<file path="src/rtl/trap_sequencer_pkg.sv">
// Shared CSR addresses, mstatus field positions and sequencer states for trap_sequencer.
package trap_sequencer_pkg;

    localparam int unsigned CSR_ADDR_W = 12;

    localparam logic [CSR_ADDR_W-1:0] CSR_MSTATUS = 12'h300;
    localparam logic [CSR_ADDR_W-1:0] CSR_MTVEC   = 12'h305;
    localparam logic [CSR_ADDR_W-1:0] CSR_MEPC    = 12'h341;
    localparam logic [CSR_ADDR_W-1:0] CSR_MCAUSE  = 12'h342;

    localparam int unsigned MSTATUS_MIE    = 3;
    localparam int unsigned MSTATUS_MPIE   = 7;
    localparam int unsigned MSTATUS_MPP_LO = 11;
    localparam int unsigned MSTATUS_MPP_HI = 12;

    localparam logic [31:0] MCAUSE_ECALL_M = 32'd11;

    typedef enum logic [2:0] {
        IDLE,
        W_EPC,
        W_CAUSE,
        W_STATUS,
        RD_VEC,
        R_STATUS,
        RD_EPC,
        REDIRECT
    } state_e;

endpackage

</file>
<file path="src/rtl/trap_sequencer_mstatus_xform.sv">
// Pure mstatus rewrite for trap entry (stack MIE into MPIE) and mret (pop MPIE into MIE).
module trap_sequencer_mstatus_xform
    import trap_sequencer_pkg::*;
#(
    parameter int unsigned XLEN = 32
) (
    input  logic [XLEN-1:0] old_status,
    input  logic            is_mret,
    output logic [XLEN-1:0] new_status_c
);

    always_comb begin
        new_status_c = old_status;
        if (is_mret) begin
            new_status_c[MSTATUS_MIE]  = old_status[MSTATUS_MPIE];
            new_status_c[MSTATUS_MPIE] = 1'b1;
        end else begin
            new_status_c[MSTATUS_MPIE] = old_status[MSTATUS_MIE];
            new_status_c[MSTATUS_MIE]  = 1'b0;
        end
        // Only machine mode exists, so MPP always reads back as M.
        new_status_c[MSTATUS_MPP_HI:MSTATUS_MPP_LO] = 2'b11;
    end

endmodule

</file>
<file path="src/rtl/trap_sequencer.sv">
// Orders the CSR writes for ecall entry and mret, then hands the new PC to the IFU.
module trap_sequencer
    import trap_sequencer_pkg::*;
#(
    parameter int unsigned XLEN   = 32,
    parameter int unsigned CSR_AW = 12,
    parameter int unsigned CNT_W  = 32
) (
    input  logic              clock,
    input  logic              reset,
    input  logic              trap_valid,
    output logic              trap_ready,
    input  logic              trap_is_mret,
    input  logic [XLEN-1:0]   trap_cause,
    input  logic [XLEN-1:0]   trap_pc,
    output logic              csr_wen,
    output logic [CSR_AW-1:0] csr_waddr,
    output logic [XLEN-1:0]   csr_wdata,
    output logic [CSR_AW-1:0] csr_raddr,
    input  logic [XLEN-1:0]   csr_rdata,
    output logic              redirect_valid,
    output logic [XLEN-1:0]   redirect_pc,
    input  logic              redirect_ready,
    output logic              busy,
    output logic [CNT_W-1:0]  trap_cnt
);

    state_e            state_q, state_d;
    logic              accept;
    logic              mret_q;
    logic [XLEN-1:0]   cause_q;
    logic [XLEN-1:0]   wdata_q;
    logic [XLEN-1:0]   status_new_c;

    logic              wen_d;
    logic [CSR_AW-1:0] waddr_d;
    logic [CSR_AW-1:0] raddr_d;
    logic [XLEN-1:0]   wdata_d;

    assign accept = trap_valid & trap_ready;

    trap_sequencer_mstatus_xform #(.XLEN(XLEN)) u_xform (
        .old_status   (csr_rdata),
        .is_mret      (mret_q),
        .new_status_c (status_new_c)
    );

    // Next state, then the registered CSR controls for the state being entered.
    always_comb begin
        state_d = state_q;
        wen_d   = 1'b0;
        waddr_d = '0;
        raddr_d = '0;
        wdata_d = '0;

        case (state_q)
            IDLE:     if (accept) state_d = trap_is_mret ? R_STATUS : W_EPC;
            W_EPC:    state_d = W_CAUSE;
            W_CAUSE:  state_d = W_STATUS;
            W_STATUS: state_d = RD_VEC;
            RD_VEC:   state_d = REDIRECT;
            R_STATUS: state_d = RD_EPC;
            RD_EPC:   state_d = REDIRECT;
            REDIRECT: if (redirect_ready) state_d = IDLE;
            default:  state_d = IDLE;
        endcase

        case (state_d)
            W_EPC: begin
                wen_d   = 1'b1;
                waddr_d = CSR_AW'(CSR_MEPC);
                wdata_d = trap_pc;
            end
            W_CAUSE: begin
                wen_d   = 1'b1;
                waddr_d = CSR_AW'(CSR_MCAUSE);
                wdata_d = cause_q;
            end
            W_STATUS, R_STATUS: begin
                wen_d   = 1'b1;
                waddr_d = CSR_AW'(CSR_MSTATUS);
                raddr_d = CSR_AW'(CSR_MSTATUS);
            end
            RD_VEC:  raddr_d = CSR_AW'(CSR_MTVEC);
            RD_EPC:  raddr_d = CSR_AW'(CSR_MEPC);
            default: ;
        endcase
    end

    // mstatus is read-modify-write within one cycle, so its data follows the read port.
    always_comb begin
        csr_wdata = wdata_q;
        if (state_q == W_STATUS || state_q == R_STATUS) csr_wdata = status_new_c;
    end

    always_ff @(posedge clock) begin
        if (reset) begin
            state_q        <= IDLE;
            trap_ready     <= 1'b1;
            busy           <= 1'b0;
            csr_wen        <= 1'b0;
            csr_waddr      <= '0;
            csr_raddr      <= '0;
            wdata_q        <= '0;
            redirect_valid <= 1'b0;
            redirect_pc    <= '0;
            trap_cnt       <= '0;
            mret_q         <= 1'b0;
            cause_q        <= '0;
        end else begin
            state_q        <= state_d;
            trap_ready     <= (state_d == IDLE);
            busy           <= (state_d != IDLE);
            csr_wen        <= wen_d;
            csr_waddr      <= waddr_d;
            csr_raddr      <= raddr_d;
            wdata_q        <= wdata_d;
            redirect_valid <= (state_d == REDIRECT);
            if (accept) begin
                mret_q  <= trap_is_mret;
                cause_q <= trap_cause;
                if (!trap_is_mret) trap_cnt <= trap_cnt + CNT_W'(1);
            end
            // Vectored mode is unsupported: the target is always word aligned.
            if (state_q == RD_VEC || state_q == RD_EPC)
                redirect_pc <= {csr_rdata[XLEN-1:2], 2'b00};
        end
    end

endmodule

</file>
<file path="config.mk">
export PLATFORM = sky130hd
export DESIGN_NAME = trap_sequencer
export DESIGN_NICKNAME = d
export VERILOG_FILES = /design/src/rtl/trap_sequencer_pkg.sv /design/src/rtl/trap_sequencer_mstatus_xform.sv /design/src/rtl/trap_sequencer.sv
export SDC_FILE = /design/constraint.sdc
export NUM_CORES = 1
export LEC_CHECK = 0
export ABC_AREA = 1
export CAP_MARGIN = 25
export CORE_MARGIN = 2
export CORE_UTILIZATION = 45
export DETAILED_ROUTE_END_ITERATION = 7
export PLACE_DENSITY_LB_ADDON = 0.3
export SETUP_SLACK_MARGIN = 0.1
export SYNTH_ARGS = -nofsm -noshare
export SYNTH_HDL_FRONTEND = slang
export SYNTH_SLANG_ARGS = --single-unit
</file>
<file path="constraint.sdc">
create_clock -name clock -period 2.5 [get_ports clock]
set_input_delay 0.5 -clock clock [delete_from_list [all_inputs] [get_ports clock]]
set_output_delay 0.5 -clock clock [all_outputs]
set_load 0.01 [all_outputs]
</file>
Yosys cells after proc, flatten, opt, wreduce, memory -nomap -nowiden

Cells that the tools add are included.

Flip-flop bits (word level): 158
Bits in latches: 0
RAM bits: 0
Memory bits (read-only): 0
Input bits: 101
Output and inout port bits: 124
Word-level logic and storage cells: 49
Memories kept: 0

Add/subtract/negate cells: 1
Multiply operators: 0
Div/mod/pow operators: 0
$lt $le $gt $ge: 0
Eq/ne operators: 14
Shifts and indexed selects: 0
Muxes and demuxes: 11
Bitwise operators: 2
Reductions and logical operators: 9

Operators by type and width:

| kind                                                             | count |
|---|---|
| 32-bit case mux with 2 select lines                              | 1 |
| 10-bit case mux with 3 select lines                              | 2 |
| 32-bit by 1-bit adder with 32-bit output (second input constant) | 1 |
| 32-bit two-way mux                                               | 1 |
| 3-bit == test (second input constant)                            | 8 |
| 3-bit case mux with 7 select lines                               | 1 |
| 3-bit by 2-bit == test with 1-bit output (second input constant) | 4 |
| 3-bit two-way mux                                                | 3 |
| 3-bit by 1-bit == test with 1-bit output (second input constant) | 2 |
| 3-bit zero test                                                  | 2 |
| 2-bit OR reduction                                               | 2 |
| 4-bit OR reduction                                               | 1 |
| 1-bit two-way mux                                                | 3 |
| 3-bit nonzero test                                               | 1 |
| 1-bit logical OR                                                 | 2 |
| 2-bit AND reduction                                              | 1 |
| 1-bit bitwise AND                                                | 1 |
| 1-bit NOT                                                        | 1 |

Logic depth before layout (Yosys ltp)

Gate-level depths: netlist of run 1.

Word-level depth: 6
Mapped depth: 11

Hierarchy

From an unflattened synthesis of run 1, not the netlist that was laid out.

Cell total of the unflattened synthesis: 887
Area total of the unflattened synthesis: 6122.1 um^2

Modules (own cells, without submodules):

| module                       | times used | cells each | area an instance (um^2) | seq. area each (um^2) |
|---|---|---|---|---|
| trap_sequencer               | 1          | 851        | 5874.4                  | 2822.7 |
| trap_sequencer_mstatus_xform | 1          | 36         | 247.7                   | 0.0 |

Least setup slack after synthesis of run 1

OpenSTA, ideal clock, no wires.

Kind: register -> output
Start point: reg state_q[1]
End point: out csr_wdata[11]
Data arrival time: 1.128 ns
Setup slack: 0.872 ns
Cell stages (with the launch flop): 8
Path buffers: 1
Cell sequence: dfxtp_1 > inv_2 > nand2_2 > nand2_2 > nand2_4 > inv_2 > clkbuf_1 > or2_2

Word-level cells in the longest chain between the ends: 3

RTL lines:

| element                                                                   | line                  | RTL |
|---|---|---|
| start: declaration                                                        | trap_sequencer.sv:28  | `state_e state_q, state_d;` |
| start signal: assignment                                                  | trap_sequencer.sv:111 | `state_q <= state_d;` |
| 3-bit by 2-bit == test with 1-bit output or 3-bit == test (tied branches) | trap_sequencer.sv:93  | `if (state_q == W_STATUS \|\| state_q == R_STATUS) csr_wdata = status_new_c;` |
| 1-bit logical OR *                                                        | trap_sequencer.sv:93  |  |
| 32-bit two-way mux *                                                      | trap_sequencer.sv:93  |  |
| end: declaration                                                          | trap_sequencer.sv:18  | `output logic [XLEN-1:0] csr_wdata,` |

Every way passes the cells marked *; elsewhere a longest branch is shown, timed or not.

Worst setup path in the final report of run 1

Start point: reg state_q[1]
End point: out csr_wdata[12]

Same word-level chain as after synthesis.

==> results.cfg, run 1 <==
[route]
met2_length_um = 7655
wl_met3_um = 1283
first_pass_iters = 5
avgViaCountPerCell = 4.776
drc_errors = 0
highest_layer = met4
initialDrtViolationCount = 360
dr_total_vias = 5741
wl_per_cell_um = 13.73
wl_um = 16500
wl_met1_um = 7098
ant_nets = 0

[synthesis]
seq_area_frac_synth_pct = 48.40
ys_ff_latch = 141
syn_area_um2 = 5832
yosys.area.top_type_share_pct = 48.40
yosysMostFrequentCell = nand2_1
synth_cell_types = 33
dominantRegCellSynth = dfxtp_1
synth_common_cells = nand2_1 (200), dfxtp_1 (141), nor2_1 (133)
synth_top_cell_by_area = dfxtp_1
synth_cells = 814
ys_warn_count = 0
synth_area_leaders = dfxtp_1 (48%), nand2_1 (13%), nor2_1 (8.6%), o21ai_0 (7.8%), inv_1 (4.7%)
synth-edff-count = 0
syn_area_per_cell_um2 = 7.164
async_flop_share_pct = 0

[worst_setup_path]
setup.worst_path.end = csr_wdata[12]
crit_fanout = 11
cp-start-kind = flip-flop
reg2reg_slack_ns = 0.74
end_kind = output pin
crit_type = reg2out
reg2reg_to = trap_cnt[22]$_SDFFE_PP0P_
r2r_cells = 8
cp-startpoint = state_q[1]$_SDFF_PP0_
crit_arrival_ns = 1.82
required_ns = 2.00
r2r-start = trap_cnt[0]$_SDFFE_PP0P_

[sta]
min_period_ns = 2.315
finalSetupViolCount = 0
max_clock_freq_mhz = 431.9
tns_ns = 0
maxSlewViolCount = 0
finalHoldViolCount = 0
min_period_over_period_pct = 92.61
finClkSkew_ns = 0.01168
rsz0062_at_grt = false
fin_ws_ns = 0.1848

[clock_tree]
clockRootBuffer = clkbuf_16
cts_tree = built
hold_buffers = 0
cts_buffer_depth = 2
cts-buffers-inserted = 17
clkTransAtPathRegs_ns = 0.06
worstSkewPairLatency_ns = 0.42
cts.htree.levels = 4
clock-sinks = 141

[global_route]
track_usage_pct = 23.67
grt_pass1_wl_um = 26130
grt_max_degree = 89
antenna_found_initial = 0
gr-total-overflow = 0
grt_pass1_vias = 5292

[finish]
drive_gt1_share_pct = 7.775
syn_to_final_growth_pct = 48.62
final.fill_count = 1053
fin_nets = 1118

[placement]
gp_congestion = 0.8562
post-place-ws_ns = 0.2183
io_buffers = 208
hpwlAfterDp_um = 11280

[flow_run]
cap_viol_max_count = 0

[floorplan]
dieArea_um2 = 13890
rows = 41
start_util_pct = 46.21
die_y_um = 117.8
die_w_um = 117.8
num_io_pins = 225
core_um2 = 12620

[power_and_ir_drop]
vdd_drop_max_mv = 0.4582
power_density_nw_per_um2 = 988.6
p_leak_nw = 3.661

[worst_hold_path]
hp-class = reg2reg

[outcome]
status = completed
layout make-up:
type	instances	area, um^2	area share, %
flip-flops and latches	141	2831	32.67
multi-input cells	554	2485	28.67
repair buffers	221	2228	25.71
clock buffers	23	488.0	5.630
inverters	81	306.5	3.537
well taps	172	215.2	2.483
clock inverters	9	110.1	1.270
diodes	1	2.502	0.02887
through the flow:
stage	area, um^2	util, %	std cells	total power, W	hold WS (ns)
after floorplan	5888	-	829	0.004497	0.4245
after global placement	7985	63.28	1166	0.005940	0.4365
after detailed placement	7985	63.28	1166	0.005989	0.4412
after CTS	8603	68.17	1200	0.008490	0.4493
after global routing	8665	68.66	1201	0.009079	0.4607
final	8667	68.68	1202	0.008568	0.4454
routing by layer:
metal  GRT usage [%]  vias to the layer above
met5               0                        -
li1                -                     2937
met1           29.02                     2541
met2           38.70                      230
met4           10.99                        0
met3           6.395                       33
logic make-up after synthesis:
kind of cell               share of synthesized area, %
and+or+nand+nor                                   28.21
AOI/OAI and AO/OA                                 12.29
DFF                                               48.40
buffers and inverters                             10.36
xor gates and xnor gates                         0.4506
adders and majority gates                        0.2145
other                                           0.06430
placed cells by master, fill, tap and decap left out, types with 4 or more instances in the layout:
| cell | instances |
|---|---|
| a21oi_1 | 34 |
| buf_4 | 6 |
| clkbuf_16 | 18 |
| inv_1 | 73 |
| clkbuf_8 | 4 |
| nand2_1 | 198 |
| nor2_2 | 6 |
| o21ai_1 | 14 |
| dlygate4sd2_1 | 27 |
| nand4_1 | 13 |
| nor2_4 | 4 |
| dfxtp_1 | 138 |
| nand2_2 | 6 |
| buf_12 | 4 |
| nor2_1 | 133 |
| clkdlybuf4s50_1 | 176 |
| o21ai_0 | 91 |
| nand3_1 | 14 |
| conb_1 | 16 |
| nor3_1 | 6 |
| inv_2 | 6 |
state kept, by name (all words and copies together) (netlist names):
register,cells
cause_q,32
trap_cnt,32
wdata_q,32
redirect_pc,30
csr_raddr,4
csr_waddr,4
state_q,3
busy,1
mret_q,1
redirect_valid,1
trap_ready,1
timing repair:
| item | in CTS | in global routing |
|---|---|---|
| pin swaps | 1 | 0 |
| gates cloned | 0 | 1 |
| setup buffers | 2 | 0 |
| endpoints found under the hold margin | 0 | 0 |
| gates resized for setup | 40 | 13 |
| setup endpoints to repair | 32 | 5 |
power by group:
part / internal [W] / total, W / switching, W
combinational: 0.00143 / 0.00314 / 0.00170
clock: 0.00157 / 0.00251 / 0.000941
sequential: 0.00271 / 0.00291 / 0.000205
critical path: stages (launching register included):
cell	delay (ns)
dfxtp_2	0.35
inv_2	0.06
nand2_4	0.08
nand2_4	0.07
nand2_8	0.09
inv_4	0.06
clkbuf_16	0.16
or2_2	0.27
clkdlybuf4s15_1	0.24
worst min-delay path by stage:
stage,from,end,slack [ns],cells after the start
finish,cause_q[10]$_SDFFE_PP0P_,cause_q[10]$_SDFFE_PP0P_,0.45,2
global route,cause_q[10]$_SDFFE_PP0P_,cause_q[10]$_SDFFE_PP0P_,0.46,2
CTS,cause_q[10]$_SDFFE_PP0P_,cause_q[10]$_SDFFE_PP0P_,0.45,2
detailed placement,cause_q[7]$_SDFFE_PP0P_,cause_q[7]$_SDFFE_PP0P_,0.44,2
global placement,cause_q[9]$_SDFFE_PP0P_,cause_q[9]$_SDFFE_PP0P_,0.44,2
floorplan,cause_q[0]$_SDFFE_PP0P_,cause_q[0]$_SDFFE_PP0P_,0.42,2
(Power assumes the default switching activity.)
==> run 2: changes to the inputs <==
--- a/config.mk
+++ b/config.mk
@@ -7,6 +7,7 @@
 export LEC_CHECK = 0
 export ABC_AREA = 1
 export CAP_MARGIN = 25
+export CORE_ASPECT_RATIO = 0.7
 export CORE_MARGIN = 2
 export CORE_UTILIZATION = 45
 export DETAILED_ROUTE_END_ITERATION = 7
==> run 2 against run 1 <==
  * The run now ends with DRC left
  * Critical path depth stayed put
  * Register-to-register slack worse by 0.06 ns
  * Power is 2.5% lower
  * Setup slack better by 0.014 ns
  * Die area is 0.10% higher
  * Sequential cell count stayed put
  * Cell area is 1.4% lower
  * Clock skew is 0.0033 ns lower
  * Maximum frequency is 0.61% higher
  * Non-clock buffer count is 1 higher
  * Critical path type unchanged
  * Combinational power is 4% lower
  * Clock power is 3% lower
==> results.cfg, run 2 (synthesis results as in run 1) <==
[sta]
hold_ws_ns = 0.4468
tns_ns = 0
finalSetupViolCount = 0
finClkSkew_ns = 0.008396
min_period_over_period_pct = 92.05
finalHoldViolCount = 0
min_period_ns = 2.301
worst_slew_pin_slew_ns = 0.5099
max_clock_freq_mhz = 434.6
rsz0062_at_grt = false
maxSlewViolCount = 0
maxSlewHeadroom_pct = 66.01

[route]
drc_errors = 11
dr_total_vias = 5659
wl_um = 16300
ant_nets = 0
avgViaCountPerCell = 4.751
wl_per_cell_um = 13.69
initialDrtViolationCount = 286
first_pass_iters = 7

[finish]
drive_gt1_share_pct = 7.775
layout_common_cells = nand2_1 (198), clkdlybuf4s50_1 (176), dfxtp_1 (138)
final_common_cell = nand2_1
top_regs = cause_q: 32 flops, trap_cnt: 32 flops, wdata_q: 32 flops
n_antenna_cell = 0
fin_util_pct = 68.13
final_cell_area_um2 = 8549
fin_nets = 1119
syn_to_final_growth_pct = 46.60

[worst_hold_path]
hp-class = reg2reg

[clock_tree]
worstSkewPairLatency_ns = 0.41
hold_buffers = 0
cts-buffers-inserted = 17
cts.htree.levels = 4
clkTransAtPathRegs_ns = 0.05
cts_buffer_depth = 2
cts_tree = built
clockRootBuffer = clkbuf_16
clock-sinks = 141

[power_and_ir_drop]
p_leak_nw = 3.593
vdd_drop_max_mv = 0.5840
power_density_nw_per_um2 = 977.3

[worst_setup_path]
cp-start-kind = flip-flop
crit_arrival_ns = 1.80
crit_type = reg2out
cp_common_cell = nand2_2
required_ns = 2.00
slowest_delay_ns = 0.34
path_cells = inv_2 -> nand2_2 -> nand2_2 -> nand2_4 -> inv_6 -> buf_4 -> or2_2 -> clkdlybuf4s15_1
crit_fanout = 9
cp_slowest_cell = dfxtp_2
end_kind = output pin

[outcome]
violations = DRC
status = finished with violations

[global_route]
track_usage_pct = 23.40
grt_max_degree = 57
grt_pass1_wl_um = 25850
antenna_found_initial = 0
gr-total-overflow = 0
grt_pass1_vias = 5132

[floorplan]
core_um2 = 12550
dieArea_um2 = 13900
die_y_um = 99.25
start_util_pct = 46.47
die_w_um = 140.1
rows = 34
num_io_pins = 225

[placement]
io_buffers = 208
dpl_cell_area_um2 = 7990
gp_congestion = 0.8843
hpwlAfterDp_um = 11980

[flow_run]
cap_viol_max_count = 0
==> run 2: cell count changes in the layout (fill, tap and decap cells not counted), moves of 2 or more <==
cell | previous run | this run
buf_4 | 6 | 11
dfxtp_2 | 1 | 3
dfxtp_4 | 2 | 0
dlymetal6s2s_1 | 3 | 0
clkbuf_8 | 4 | 2
buf_12 | 4 | 1
inv_6 | 0 | 2
nand2_2 | 6 | 8
dlygate4sd2_1 | 27 | 30
==> run 2: routing by layer <==
metal / share of wire (%) / GRT usage (%) / wire, um / vias up
li1: - / - / - / 2939
met3: 8.6 / 7.703 / 1400 / 11
met1: 46 / 31.31 / 7579 / 2516
met2: 44 / 37.21 / 7209 / 193
met4: 0.67 / 5.206 / 109 / 0
met5: 0 / 0 / 0 / -
==> run 2: report_power, final <==
part           internal, W  total (W)  switching [W]
logic              0.00133    0.00301        0.00168
registers          0.00270    0.00290       0.000200
clock network      0.00151    0.00244       0.000927
total              0.00555    0.00836        0.00281
==> run 2: repair_timing <==
action,CTS,global route
endpoints found under the setup margin,32,2
buffers inserted,0,0
resized for setup,41,2
pin swaps,0,0
endpoints found under the hold margin,0,0
==> run 2: through the flow <==
stage                     setup slack [ns]  total power, W  std cells
final                               0.1988        0.008355       1191
after global routing                0.1094        0.008881       1191
after CTS                           0.1381        0.008408       1191
after detailed placement            0.1703        0.006089       1160
after global placement              0.1926        0.006041       1160
after floorplan                     0.8722        0.004497        829
==> run 2: area by class of cell <==
class / instances / area (um^2)
Clock buffer: 21 / 460.4
Inverter: 81 / 309.0
Clock inverter: 10 / 115.1
Sequential cell: 141 / 2826
Timing Repair Buffer: 222 / 2170
Multi-Input combinational cell: 554 / 2466
Tap cell: 162 / 202.7
Fill cell: 1092 / 4000
==> run 2: worst max-delay path: cells and delay by family (launching register included) <==
kind                   cells  cell delay, ns
buffers and inverters      4            0.49
and+or+nand+nor            4            0.55
DFF                        1            0.34
==> run 2: final timing paths <==
| kind | startpoint | endpoint | slack (ns) | cells after the start |
|---|---|---|---|---|
| min | cause_q[1]$_SDFFE_PP0P_ | cause_q[1]$_SDFFE_PP0P_ | 0.45 | 2 |
| min reg2reg | cause_q[1]$_SDFFE_PP0P_ | cause_q[1]$_SDFFE_PP0P_ | 0.45 | 2 |
| max reg2reg | state_q[1]$_SDFF_PP0_ | wdata_q[31]$_SDFF_PP0_ | 0.68 | 12 |
| max | state_q[1]$_SDFF_PP0_ | csr_wdata[12] | 0.20 | 8 |
==> run 3: changes to the inputs <==
--- a/config.mk
+++ b/config.mk
@@ -8,9 +8,10 @@
 export ABC_AREA = 1
 export CAP_MARGIN = 25
 export CORE_ASPECT_RATIO = 0.7
-export CORE_MARGIN = 2
+export CORE_MARGIN = 4
 export CORE_UTILIZATION = 45
 export DETAILED_ROUTE_END_ITERATION = 7
+export DONT_BUFFER_PORTS = 1
 export PLACE_DENSITY_LB_ADDON = 0.3
 export SETUP_SLACK_MARGIN = 0.1
 export SYNTH_ARGS = -nofsm -noshare
==> run 3 against run 2 <==
  * The run now ends clean
  * Via count decreased by 13%
  * Cell count decreased by 18%
  * Hold slack got worse by 0.28 ns
  * Power decreased by 11%
  * Clock power increased by 2%
  * Clock skew increased by 0.0030 ns
  * Highest routed layer unchanged
==> results.cfg, run 3 (synthesis results as in run 1) <==
[worst_setup_path]
slowest_delay_ns = 0.44
cp_common_cell = nand2_1
cp-startpoint = state_q[0]$_SDFF_PP0_
crit_fanout = 33
cp-start-kind = flip-flop
r2r-start = trap_cnt[0]$_SDFFE_PP0P_
crit_type = reg2out
cp_top_family = compound AO/OA/AOI/OAI gates
required_ns = 2.00
critPathBufInv = 1
cp_slowest_cell = o21ai_0
end_kind = output pin
path_cells = nand2_1 -> nand2_1 -> nand2_4 -> buf_4 -> o21ai_0
crit_arrival_ns = 1.80

[clock_tree]
clock-sinks = 141
cts-buffers-inserted = 17
cts_buffer_depth = 2
clkTransAtPathRegs_ns = 0.06
clockRootBuffer = clkbuf_16
cts.htree.levels = 4
cts_tree = built
worstSkewPairLatency_ns = 0.41
cts_setup_buffers = 0

[finish]
fin_nets = 907
fin_util_pct = 51.57
syn_to_final_growth_pct = 10.96
final_cell_area_um2 = 6471
final_common_cell = nand2_1
layout_common_cells = nand2_1 (200), dfxtp_1 (141), nor2_1 (133)
drive_gt1_share_pct = 8.924
top_regs = cause_q: 32 flops, trap_cnt: 32 flops, wdata_q: 32 flops

[route]
drc_errors = 0
avgViaCountPerCell = 5.012
wl_per_cell_um = 15.69
wl_um = 15390
ant_nets = 0
initialDrtViolationCount = 248
first_pass_iters = 6
dr_total_vias = 4917

[power_and_ir_drop]
p_leak_nw = 2.670
vdd_drop_max_mv = 0.5723
power_density_nw_per_um2 = 1147

[sta]
finalHoldViolCount = 0
finalSetupViolCount = 0
maxSlewViolCount = 0
fin_ws_ns = 0.2024
min_period_ns = 2.298
finClkSkew_ns = 0.01140
tns_ns = 0
hold_ws_ns = 0.1681
maxSlewHeadroom_pct = 64.21
rsz0062_at_grt = true
min_period_over_period_pct = 91.90
worst_slew_pin_slew_ns = 0.5355
max_clock_freq_mhz = 435.2

[placement]
io_buffers = 0
gp_congestion = 0.8407
dpl_cell_area_um2 = 5878
post-place-ws_ns = 0.5602
hpwlAfterDp_um = 11200

[floorplan]
core_um2 = 12550
start_util_pct = 46.47
rows = 34
die_y_um = 103.2
num_io_pins = 225
dieArea_um2 = 14870
die_w_um = 144.1

[flow_run]
cap_viol_max_count = 0

[global_route]
antenna_found_initial = 1
grt_pass1_wl_um = 23340
gr-total-overflow = 0
grt_pass1_vias = 4336
grt_max_degree = 57
track_usage_pct = 20.37

[outcome]
status = completed

[worst_hold_path]
hp-class = in2reg
min_from = reset
==> run 3: cell count changes in the layout (fill, tap and decap cells not counted), moves of 3 or more <==
cell	change
dlygate4sd2_1	-30
clkdlybuf4s50_1	-176
dfxtp_1	+3
dfxtp_2	-3
clkinv_2	-3
inv_6	+3
==> run 3: worst register-to-register path, cell delays in order (launching register included) <==
cell and delay [ns]:
dfxtp_1 0.48, ha_1 0.25, inv_1 0.06, nor2_2 0.16, nand3_2 0.13, nor2_4 0.25, nand3_1 0.13, o21ai_0 0.17
nor2_1 0.06
==> run 3: final cells by class <==
| class | instances | area (um^2) |
|---|---|---|
| Multi-Input combinational cell | 554 | 2461 |
| Clock inverter | 14 | 158.9 |
| Timing Repair Buffer | 10 | 87.58 |
| Inverter | 81 | 306.5 |
| Antenna cell | 1 | 2.502 |
| Clock buffer | 18 | 429.2 |
| Fill cell | 1225 | 6078 |
| Sequential cell | 141 | 2823 |
| Tap cell | 162 | 202.7 |
==> run 3: where the power goes <==
group / leakage (nW) / internal, W / switching [W]
logic: 1.25 / 0.000508 / 0.00134
registers: 1.15 / 0.00270 / 0.000375
clock network: 0.271 / 0.00149 / 0.00102
total: 2.67 / 0.00469 / 0.00273
==> run 3: metal layers <==
metal / GRT usage [%] / share of wire, % / vias to the layer above
li1: - / - / 2512
met1: 28.35 / 47 / 2210
met2: 29.56 / 43 / 184
met3: 7.491 / 9.6 / 11
met4: 6.223 / 0.86 / 0
met5: 0 / 0 / -
==> run 3: final timing paths <==
check / to / cells after the start / slack, ns
worst min register to register: cause_q[5]$_SDFFE_PP0P_ / 2 / 0.45
worst min-delay path: trap_cnt[11]$_SDFFE_PP0P_ / 1 / 0.17
worst max-delay path: csr_wdata[3] / 5 / 0.20
worst max register to register: trap_cnt[26]$_SDFFE_PP0P_ / 8 / 0.71
==> run 3: stage by stage <==
stage / total power [W] / instances
2_1_floorplan: 0.004497 / 829
3_3_place_gp: 0.004945 / 948
3_5_place_dp: 0.004972 / 948
4_1_cts: 0.007482 / 980
5_1_grt: 0.007887 / 981
6_report: 0.007422 / 981
==> run 3: what timing repair did <==
item                                    CTS  global route
gates resized for setup                   0             3
endpoints found under the setup margin    0            16
hold buffers                              0             0
